[src/rtl/lcd_pkg.sv]
// Shared definitions for the HD44780 result writer.
//   - HD44780 command bytes used by the init and write sequences
//   - top-level FSM state encoding
//   - hex_to_ascii: 4-bit nibble to uppercase ASCII hex digit
package lcd_pkg;

    localparam logic [7:0] CMD_FUNC_SET = 8'h38;  // 8-bit bus, 2 lines, 5x8 font
    localparam logic [7:0] CMD_DISP_ON  = 8'h0C;  // display on, cursor off
    localparam logic [7:0] CMD_CLEAR    = 8'h01;  // clear display (slow command)
    localparam logic [7:0] CMD_ENTRY    = 8'h06;  // increment address, no shift
    localparam logic [7:0] CMD_LINE1    = 8'h80;  // DDRAM address 0x00
    localparam logic [7:0] CMD_LINE2    = 8'hC0;  // DDRAM address 0x40

    localparam logic [4:0] INIT_BYTES   = 5'd4;

    typedef enum logic [2:0] {
        ST_PWRUP = 3'd0,
        ST_INIT  = 3'd1,
        ST_IDLE  = 3'd2,
        ST_WRITE = 3'd3,
        ST_DONE  = 3'd4
    } state_t;

    function automatic logic [7:0] hex_to_ascii(input logic [3:0] nib);
        if (nib < 4'd10) begin
            return 8'h30 + {4'h0, nib};
        end
        return 8'h37 + {4'h0, nib};  // 10 -> 'A' (0x41)
    endfunction

endpackage

[src/rtl/lcd_byte_tx.sv]
// One-byte strobe/wait engine for the HD44780 parallel bus.
// A byte accepted on go (while ready) is placed on lcd_rs/lcd_db the next
// cycle, lcd_e is raised one cycle later for E_HIGH_CYC cycles, then the
// engine waits CLEAR_CYC (clear command) or SETTLE_CYC before ready returns.
// Ports:
//   clk, rst        clock, synchronous active-high reset
//   go              issue the byte on rs/data (only honoured while ready)
//   rs, data        register select and byte to send
//   is_clear        byte is the slow clear command
//   ready           engine idle, next byte may be issued this cycle
//   last            final cycle of the post-strobe wait
//   lcd_rs, lcd_e, lcd_db   LCD bus outputs (registered)
module lcd_byte_tx #(
    parameter int unsigned E_HIGH_CYC = 12,
    parameter int unsigned SETTLE_CYC = 2_500,
    parameter int unsigned CLEAR_CYC  = 100_000
) (
    input  logic       clk,
    input  logic       rst,
    input  logic       go,
    input  logic       rs,
    input  logic [7:0] data,
    input  logic       is_clear,
    output logic       ready,
    output logic       last,
    output logic       lcd_rs,
    output logic       lcd_e,
    output logic [7:0] lcd_db
);

    localparam logic [1:0] PH_IDLE   = 2'd0;
    localparam logic [1:0] PH_SETUP  = 2'd1;  // bus driven, E still low
    localparam logic [1:0] PH_STROBE = 2'd2;  // E high
    localparam logic [1:0] PH_WAIT   = 2'd3;  // E low, controller executing

    logic [1:0]  phase_reg;
    logic [31:0] cnt_reg;
    logic        clear_reg;
    logic        rs_reg;
    logic        e_reg;
    logic [7:0]  db_reg;

    always_ff @(posedge clk) begin
        if (rst) begin
            phase_reg <= PH_IDLE;
            cnt_reg   <= '0;
            clear_reg <= 1'b0;
            rs_reg    <= 1'b0;
            e_reg     <= 1'b0;
            db_reg    <= 8'h00;
        end else begin
            case (phase_reg)
                PH_IDLE: begin
                    if (go) begin
                        rs_reg    <= rs;
                        db_reg    <= data;
                        clear_reg <= is_clear;
                        phase_reg <= PH_SETUP;
                    end
                end
                PH_SETUP: begin
                    e_reg     <= 1'b1;
                    cnt_reg   <= E_HIGH_CYC - 1;
                    phase_reg <= PH_STROBE;
                end
                PH_STROBE: begin
                    if (cnt_reg == '0) begin
                        e_reg     <= 1'b0;
                        cnt_reg   <= clear_reg ? (CLEAR_CYC - 1) : (SETTLE_CYC - 1);
                        phase_reg <= PH_WAIT;
                    end else begin
                        cnt_reg <= cnt_reg - 1;
                    end
                end
                default: begin
                    // rs/db stay put through the wait, giving the hold time
                    if (cnt_reg == '0) begin
                        phase_reg <= PH_IDLE;
                    end else begin
                        cnt_reg <= cnt_reg - 1;
                    end
                end
            endcase
        end
    end

    assign ready  = (phase_reg == PH_IDLE);
    assign last   = (phase_reg == PH_WAIT) && (cnt_reg == '0);
    assign lcd_rs = rs_reg;
    assign lcd_e  = e_reg;
    assign lcd_db = db_reg;

endmodule

[src/rtl/lcd_result_writer.sv]
// HD44780 character-LCD writer for the logic-instruction unit.
// After reset it waits POWERUP_CYC, runs the init commands, then on each
// accepted start renders "S=<sel> R=<result hex>" on line 1.
// Optional feature macro LCD_BIN_LINE_EN: additionally writes result in
// binary ('0'/'1', MSB first) on line 2.
// Ports:
//   clk, rst        clock, synchronous active-high reset
//   start           update request, accepted only in IDLE
//   sel[3:0]        opcode select to display
//   result[7:0]     logic-unit result to display
//   busy            high while initialising or writing (low only in IDLE)
//   done            one-cycle pulse when an update finishes
//   lcd_rs, lcd_rw, lcd_e, lcd_db[7:0]   HD44780 8-bit parallel bus
module lcd_result_writer #(
    parameter int unsigned POWERUP_CYC = 1_000_000,
    parameter int unsigned E_HIGH_CYC  = 12,
    parameter int unsigned SETTLE_CYC  = 2_500,
    parameter int unsigned CLEAR_CYC   = 100_000
) (
    input  logic       clk,
    input  logic       rst,
    input  logic       start,
    input  logic [3:0] sel,
    input  logic [7:0] result,
    output logic       busy,
    output logic       done,
    output logic       lcd_rs,
    output logic       lcd_rw,
    output logic       lcd_e,
    output logic [7:0] lcd_db
);

    import lcd_pkg::*;

`ifdef LCD_BIN_LINE_EN
    localparam logic [4:0] NBYTES = 5'd18;
`else
    localparam logic [4:0] NBYTES = 5'd9;
`endif

    state_t      state_reg;
    logic [31:0] pwr_cnt_reg;
    logic [4:0]  idx_reg;      // bytes already issued in the current sequence
    logic [3:0]  sel_reg;
    logic [7:0]  result_reg;

    logic        tx_go;
    logic        tx_rs;
    logic [7:0]  tx_data;
    logic        tx_clear;
    logic        tx_ready;
    logic        tx_last;

    logic [7:0]  line1_char [0:7];

    always_comb begin
        line1_char[0] = 8'h53;                        // 'S'
        line1_char[1] = 8'h3D;                        // '='
        line1_char[2] = hex_to_ascii(sel_reg);
        line1_char[3] = 8'h20;                        // ' '
        line1_char[4] = 8'h52;                        // 'R'
        line1_char[5] = 8'h3D;                        // '='
        line1_char[6] = hex_to_ascii(result_reg[7:4]);
        line1_char[7] = hex_to_ascii(result_reg[3:0]);
    end

`ifdef LCD_BIN_LINE_EN
    logic [7:0] bin_char [0:7];

    genvar gi;
    generate
        for (gi = 0; gi < 8; gi++) begin : g_bin
            assign bin_char[gi] = result_reg[7-gi] ? 8'h31 : 8'h30;
        end
    endgenerate
`endif

    // Byte to send for the current state and position in the sequence.
    always_comb begin
        tx_rs   = 1'b0;
        tx_data = 8'h00;
        case (state_reg)
            ST_INIT: begin
                case (idx_reg)
                    5'd0:    tx_data = CMD_FUNC_SET;
                    5'd1:    tx_data = CMD_DISP_ON;
                    5'd2:    tx_data = CMD_CLEAR;
                    default: tx_data = CMD_ENTRY;
                endcase
            end
            ST_WRITE: begin
                if (idx_reg == 5'd0) begin
                    tx_data = CMD_LINE1;
                end else if (idx_reg <= 5'd8) begin
                    tx_rs   = 1'b1;
                    tx_data = line1_char[3'(idx_reg - 5'd1)];
                end
`ifdef LCD_BIN_LINE_EN
                else if (idx_reg == 5'd9) begin
                    tx_data = CMD_LINE2;
                end else begin
                    tx_rs   = 1'b1;
                    tx_data = bin_char[3'(idx_reg - 5'd10)];
                end
`endif
            end
            default: ;
        endcase
    end

    assign tx_clear = !tx_rs && (tx_data == CMD_CLEAR);
    assign tx_go    = tx_ready &&
                      (((state_reg == ST_INIT)  && (idx_reg < INIT_BYTES)) ||
                       ((state_reg == ST_WRITE) && (idx_reg < NBYTES)));

    always_ff @(posedge clk) begin
        if (rst) begin
            state_reg   <= ST_PWRUP;
            pwr_cnt_reg <= '0;
            idx_reg     <= '0;
            sel_reg     <= '0;
            result_reg  <= '0;
        end else begin
            case (state_reg)
                ST_PWRUP: begin
                    if (pwr_cnt_reg == POWERUP_CYC - 1) begin
                        state_reg <= ST_INIT;
                        idx_reg   <= '0;
                    end else begin
                        pwr_cnt_reg <= pwr_cnt_reg + 1;
                    end
                end
                ST_INIT: begin
                    if (tx_go) begin
                        idx_reg <= idx_reg + 5'd1;
                    end else if (tx_last && (idx_reg == INIT_BYTES)) begin
                        state_reg <= ST_IDLE;
                    end
                end
                ST_IDLE: begin
                    if (start) begin
                        sel_reg    <= sel;
                        result_reg <= result;
                        idx_reg    <= '0;
                        state_reg  <= ST_WRITE;
                    end
                end
                ST_WRITE: begin
                    // Leave on the last wait cycle so done lands in the
                    // cycle right after the final byte's wait completes.
                    if (tx_go) begin
                        idx_reg <= idx_reg + 5'd1;
                    end else if (tx_last && (idx_reg == NBYTES)) begin
                        state_reg <= ST_DONE;
                    end
                end
                ST_DONE: begin
                    state_reg <= ST_IDLE;
                end
                default: begin
                    state_reg <= ST_PWRUP;
                end
            endcase
        end
    end

    lcd_byte_tx #(
        .E_HIGH_CYC (E_HIGH_CYC),
        .SETTLE_CYC (SETTLE_CYC),
        .CLEAR_CYC  (CLEAR_CYC)
    ) u_tx (
        .clk      (clk),
        .rst      (rst),
        .go       (tx_go),
        .rs       (tx_rs),
        .data     (tx_data),
        .is_clear (tx_clear),
        .ready    (tx_ready),
        .last     (tx_last),
        .lcd_rs   (lcd_rs),
        .lcd_e    (lcd_e),
        .lcd_db   (lcd_db)
    );

    assign busy   = (state_reg != ST_IDLE);
    assign done   = (state_reg == ST_DONE);
    assign lcd_rw = 1'b0;

endmodule

[config.mk]
export PLATFORM = sky130hd
export DESIGN_NAME = lcd_result_writer
export DESIGN_NICKNAME = d
export VERILOG_FILES = /design/src/rtl/lcd_pkg.sv /design/src/rtl/lcd_byte_tx.sv /design/src/rtl/lcd_result_writer.sv
export SDC_FILE = /design/constraint.sdc
export NUM_CORES = 1
export LEC_CHECK = 0
export CAP_MARGIN = 20
export CORE_UTILIZATION = 40
export CTS_BUF_LIST = sky130_fd_sc_hd__clkbuf_2
export CTS_CLUSTER_DIAMETER = 50
export DETAILED_ROUTE_END_ITERATION = 10
export MAX_ROUTING_LAYER = met4
export PLACE_DENSITY = 0.69
export SLEW_MARGIN = 10
export SYNTH_ARGS = -nofsm -noshare
export SYNTH_HDL_FRONTEND = slang
export SYNTH_SLANG_ARGS = --single-unit
[constraint.sdc]
create_clock -name clk -period 4.3 [get_ports clk]
set_input_delay 0.43 -clock clk [delete_from_list [all_inputs] [get_ports clk]]
set_output_delay 0.43 -clock clk [all_outputs]
set_load 0.02 [all_outputs]
==> flow_summary.yaml <==
finish:
  area_growth_pct: 6.97
  nNetsFinal: 739
  final_cells: 895
  final_layout_size_suffix_gt1_frac: 0.0700
setup_path:
  worstPathArrival_ns: 3.62
  cp.required_ns: 4.85
  critical_path_class: "flop to flop"
  worstPathCellList: "or4_4 -> nor4_2 -> nand3b_1 -> or4_1 -> a21oi_1"
  slowest_delay_ns: 0.77
  end_kind: "flop"
  reg2reg_depth: 5
  rrSetupSlack_ns: 1.24
  critical_path.max_fanout: 12
  reg2reg_from: "u_tx.cnt_reg[12]"
  worst_path_max_delay_cell: "nor4_2"
  r2r_end: "u_tx.cnt_reg[19]"
  startpoint_type: "flop"
placed_design:
  globalplace.congestion: 0.898
  port_buffers: 26
  dpl.hpwl_um: 9760
  dpl.cell_count: 878
synth:
  synth_most_common_cell: "dfxtp_1"
  async_flop_share: 0
  netlist.top_cell.by_area: "dfxtp_1"
  synth_top_flop_cell: "dfxtp_1"
  synthTopCellsByArea: "dfxtp_1 34%, a21oi_1 5.3%, nand2_1 3.8%"
  mappedNetlistArea_mm2: 0.00578
  synth_top_area_frac: 0.336
  synth_seq_area_share: 0.336
  netlist_top_cells_count: "97 x dfxtp_1, 61 x a21oi_1, 59 x nand2_1"
  synthCells: 713
  syn_area_per_cell_um2: 8.11
  ys_warn_count: 0
  yosysUniqueCellTypes: 79
  syn-num-nets: 743
  synth_edf_count: 0
  ys_ff_latch: 97
timing:
  maxSlewHeadroom: 0.415
  setup-violations-final: 0
  fin_skew_ns: 0.0408
  tightest_slew_ns: 0.874
  period_minus_slack_ns: 3.06
  rsz0062_at_grt: "no"
  fin_crit_sh: 0.712
  max_freq_mhz: 327
  hold_viol: 0
  slew_violations: 0
  fin_setup_tns_ns: 0
clock_tree:
  ctsRootBufferMaster: "clkbuf_2"
  cts_tree: "done"
  cts_hold_buf: 0
  path_clk_slew_ns: 0.29
  post_cts_resized: 0
  ctsHtreeMaxLevel: 3
  cts_buffer_depth: 2
  cts-buffers-inserted: 9
  worst_skew_pair.late_latency_ns: 0.63
  post-cts-setup-buffers: 0
  cts_sinks: 97
power:
  power_density_mw_per_mm2: 823
  total_power_mw: 5.09
  ir_drop_mv: 0.562
  p_leak_nw: 2.00
route:
  antenna_left: 0
  vias: 5449
  wl_met1_um: 6480
  dr.pass1.iters: 5
  viasPerCell: 6.09
  totalWireLength_um: 13900
  dr_wl_met3_um: 748
  top_layer_used: "met4"
  met2RoutedLength_um: 6440
  wire_per_inst_um: 15.5
  drt_iter0_drc: 459
  drc_errors: 0
global_routing:
  grt_pass1_wl_um: 23300
  grt_pass1_vias: 4990
  gr-usage-all-layers: 0.198
  grt_overflow: 0
  grt_antenna_before_repair: 1
  grt_max_degree: 52
die:
  fp.dieH_um: 122
  dieArea_mm2: 0.0149
  core_area_mm2: 0.0140
  num_io_pins: 28
  initial_core_util: 0.413
  core.rowCount: 43
  die_w_um: 122
min_path:
  hp-start: "rst"
  min_path_type: "primary input to flop"
  whs_path_depth: 2
  hold_end: "result_reg[7]"
run_status:
  status: "complete, no violations"
run:
  maxCapViolCount: 0
cell type report:
type / count / area (um^2)
fill: 1397 / 7810
multi-input combinational: 546 / 3520
sequential: 97 / 1940
timing repair buffer: 27 / 263
tap: 180 / 225
inverter: 28 / 105
clock inverter: 6 / 76.3
clock buffer: 10 / 50.0
antenna: 1 / 2.50
logic make-up (layout without fill, tap and decap cells):
kind of cell / after synthesis / in the layout / share of synthesized area
buffers and inverters: 70 / 71 / 0.0552
multiplexers: 4 / 4 / 0.00714
other: 1 / 2 / 0.000649
AND/OR/NAND/NOR: 304 / 304 / 0.300
adder cells (fa/ha/maj): 16 / 16 / 0.0342
XOR/XNOR: 26 / 26 / 0.0394
flip-flops: 97 / 97 / 0.336
AO/OA/AOI/OAI: 195 / 195 / 0.227
layer usage:
metal | track usage | vias up
li1 | - | 2674
met1 | 0.250 | 2615
met2 | 0.307 | 138
met3 | 0.0440 | 22
met4 | 0.0747 | 0
met5 | - | -
worst max path at each step:
stage	startpoint	end	depth (start not counted)
CTS	u_tx.cnt_reg[12]	u_tx.cnt_reg[29]	5
global placement	state_reg[1]	u_tx.clear_reg	5
finish	u_tx.cnt_reg[12]	u_tx.cnt_reg[19]	5
floorplan	u_tx.cnt_reg[0]	u_tx.phase_reg[0]	7
global route	u_tx.cnt_reg[12]	u_tx.cnt_reg[27]	5
detailed placement	u_tx.cnt_reg[12]	u_tx.cnt_reg[29]	5
power by group:
| group | internal (mW) | leakage [nW] | switching [mW] |
|---|---|---|---|
| Clock | 0.146 | 0.0722 | 0.340 |
| Combinational | 1.14 | 1.14 | 2.25 |
| Sequential | 1.05 | 0.783 | 0.168 |
critical path: cells and delay by family, from the launching register on:
family | cells | cell delay [ns]
and+or+nand+nor | 4 | 2.45
AOI/OAI and AO/OA | 1 | 0.15
DFF | 1 | 0.42
cells in the final DEF (no fill, tap or decap), types with 9 or more instances in the layout:
master / netlist / routed
a21oi_1: 61 / 61
a31oi_1: 9 / 9
and3_1: 10 / 10
clkbuf_2: 0 / 10
clkdlybuf4s50_1: 0 / 25
dfxtp_1: 97 / 97
ha_1: 15 / 15
inv_1: 27 / 27
nand2_1: 59 / 59
nand2b_1: 9 / 9
nand3_1: 18 / 18
nand4_1: 13 / 13
nor2_1: 51 / 51
nor3_1: 19 / 19
nor4_1: 19 / 19
o21ai_0: 34 / 34
o31ai_1: 26 / 26
or2_2: 12 / 12
or3_1: 14 / 14
or4_1: 28 / 28
xnor2_1: 21 / 21
stage by stage:
step / worst slack [ns] / instance area, um^2 / util / hold slack [ns]
finish: 1.24 / 6180 / 0.442 / 0.289
global route: 1.01 / 6180 / 0.442 / 0.223
detailed placement: 1.34 / 6050 / 0.433 / 0.451
floorplan: 1.92 / 5780 / - / 0.435
CTS: 1.31 / 6180 / 0.442 / 0.248
global placement: 1.47 / 6050 / 0.433 / 0.447
No activity file was read; power rests on OpenSTA's default activity.
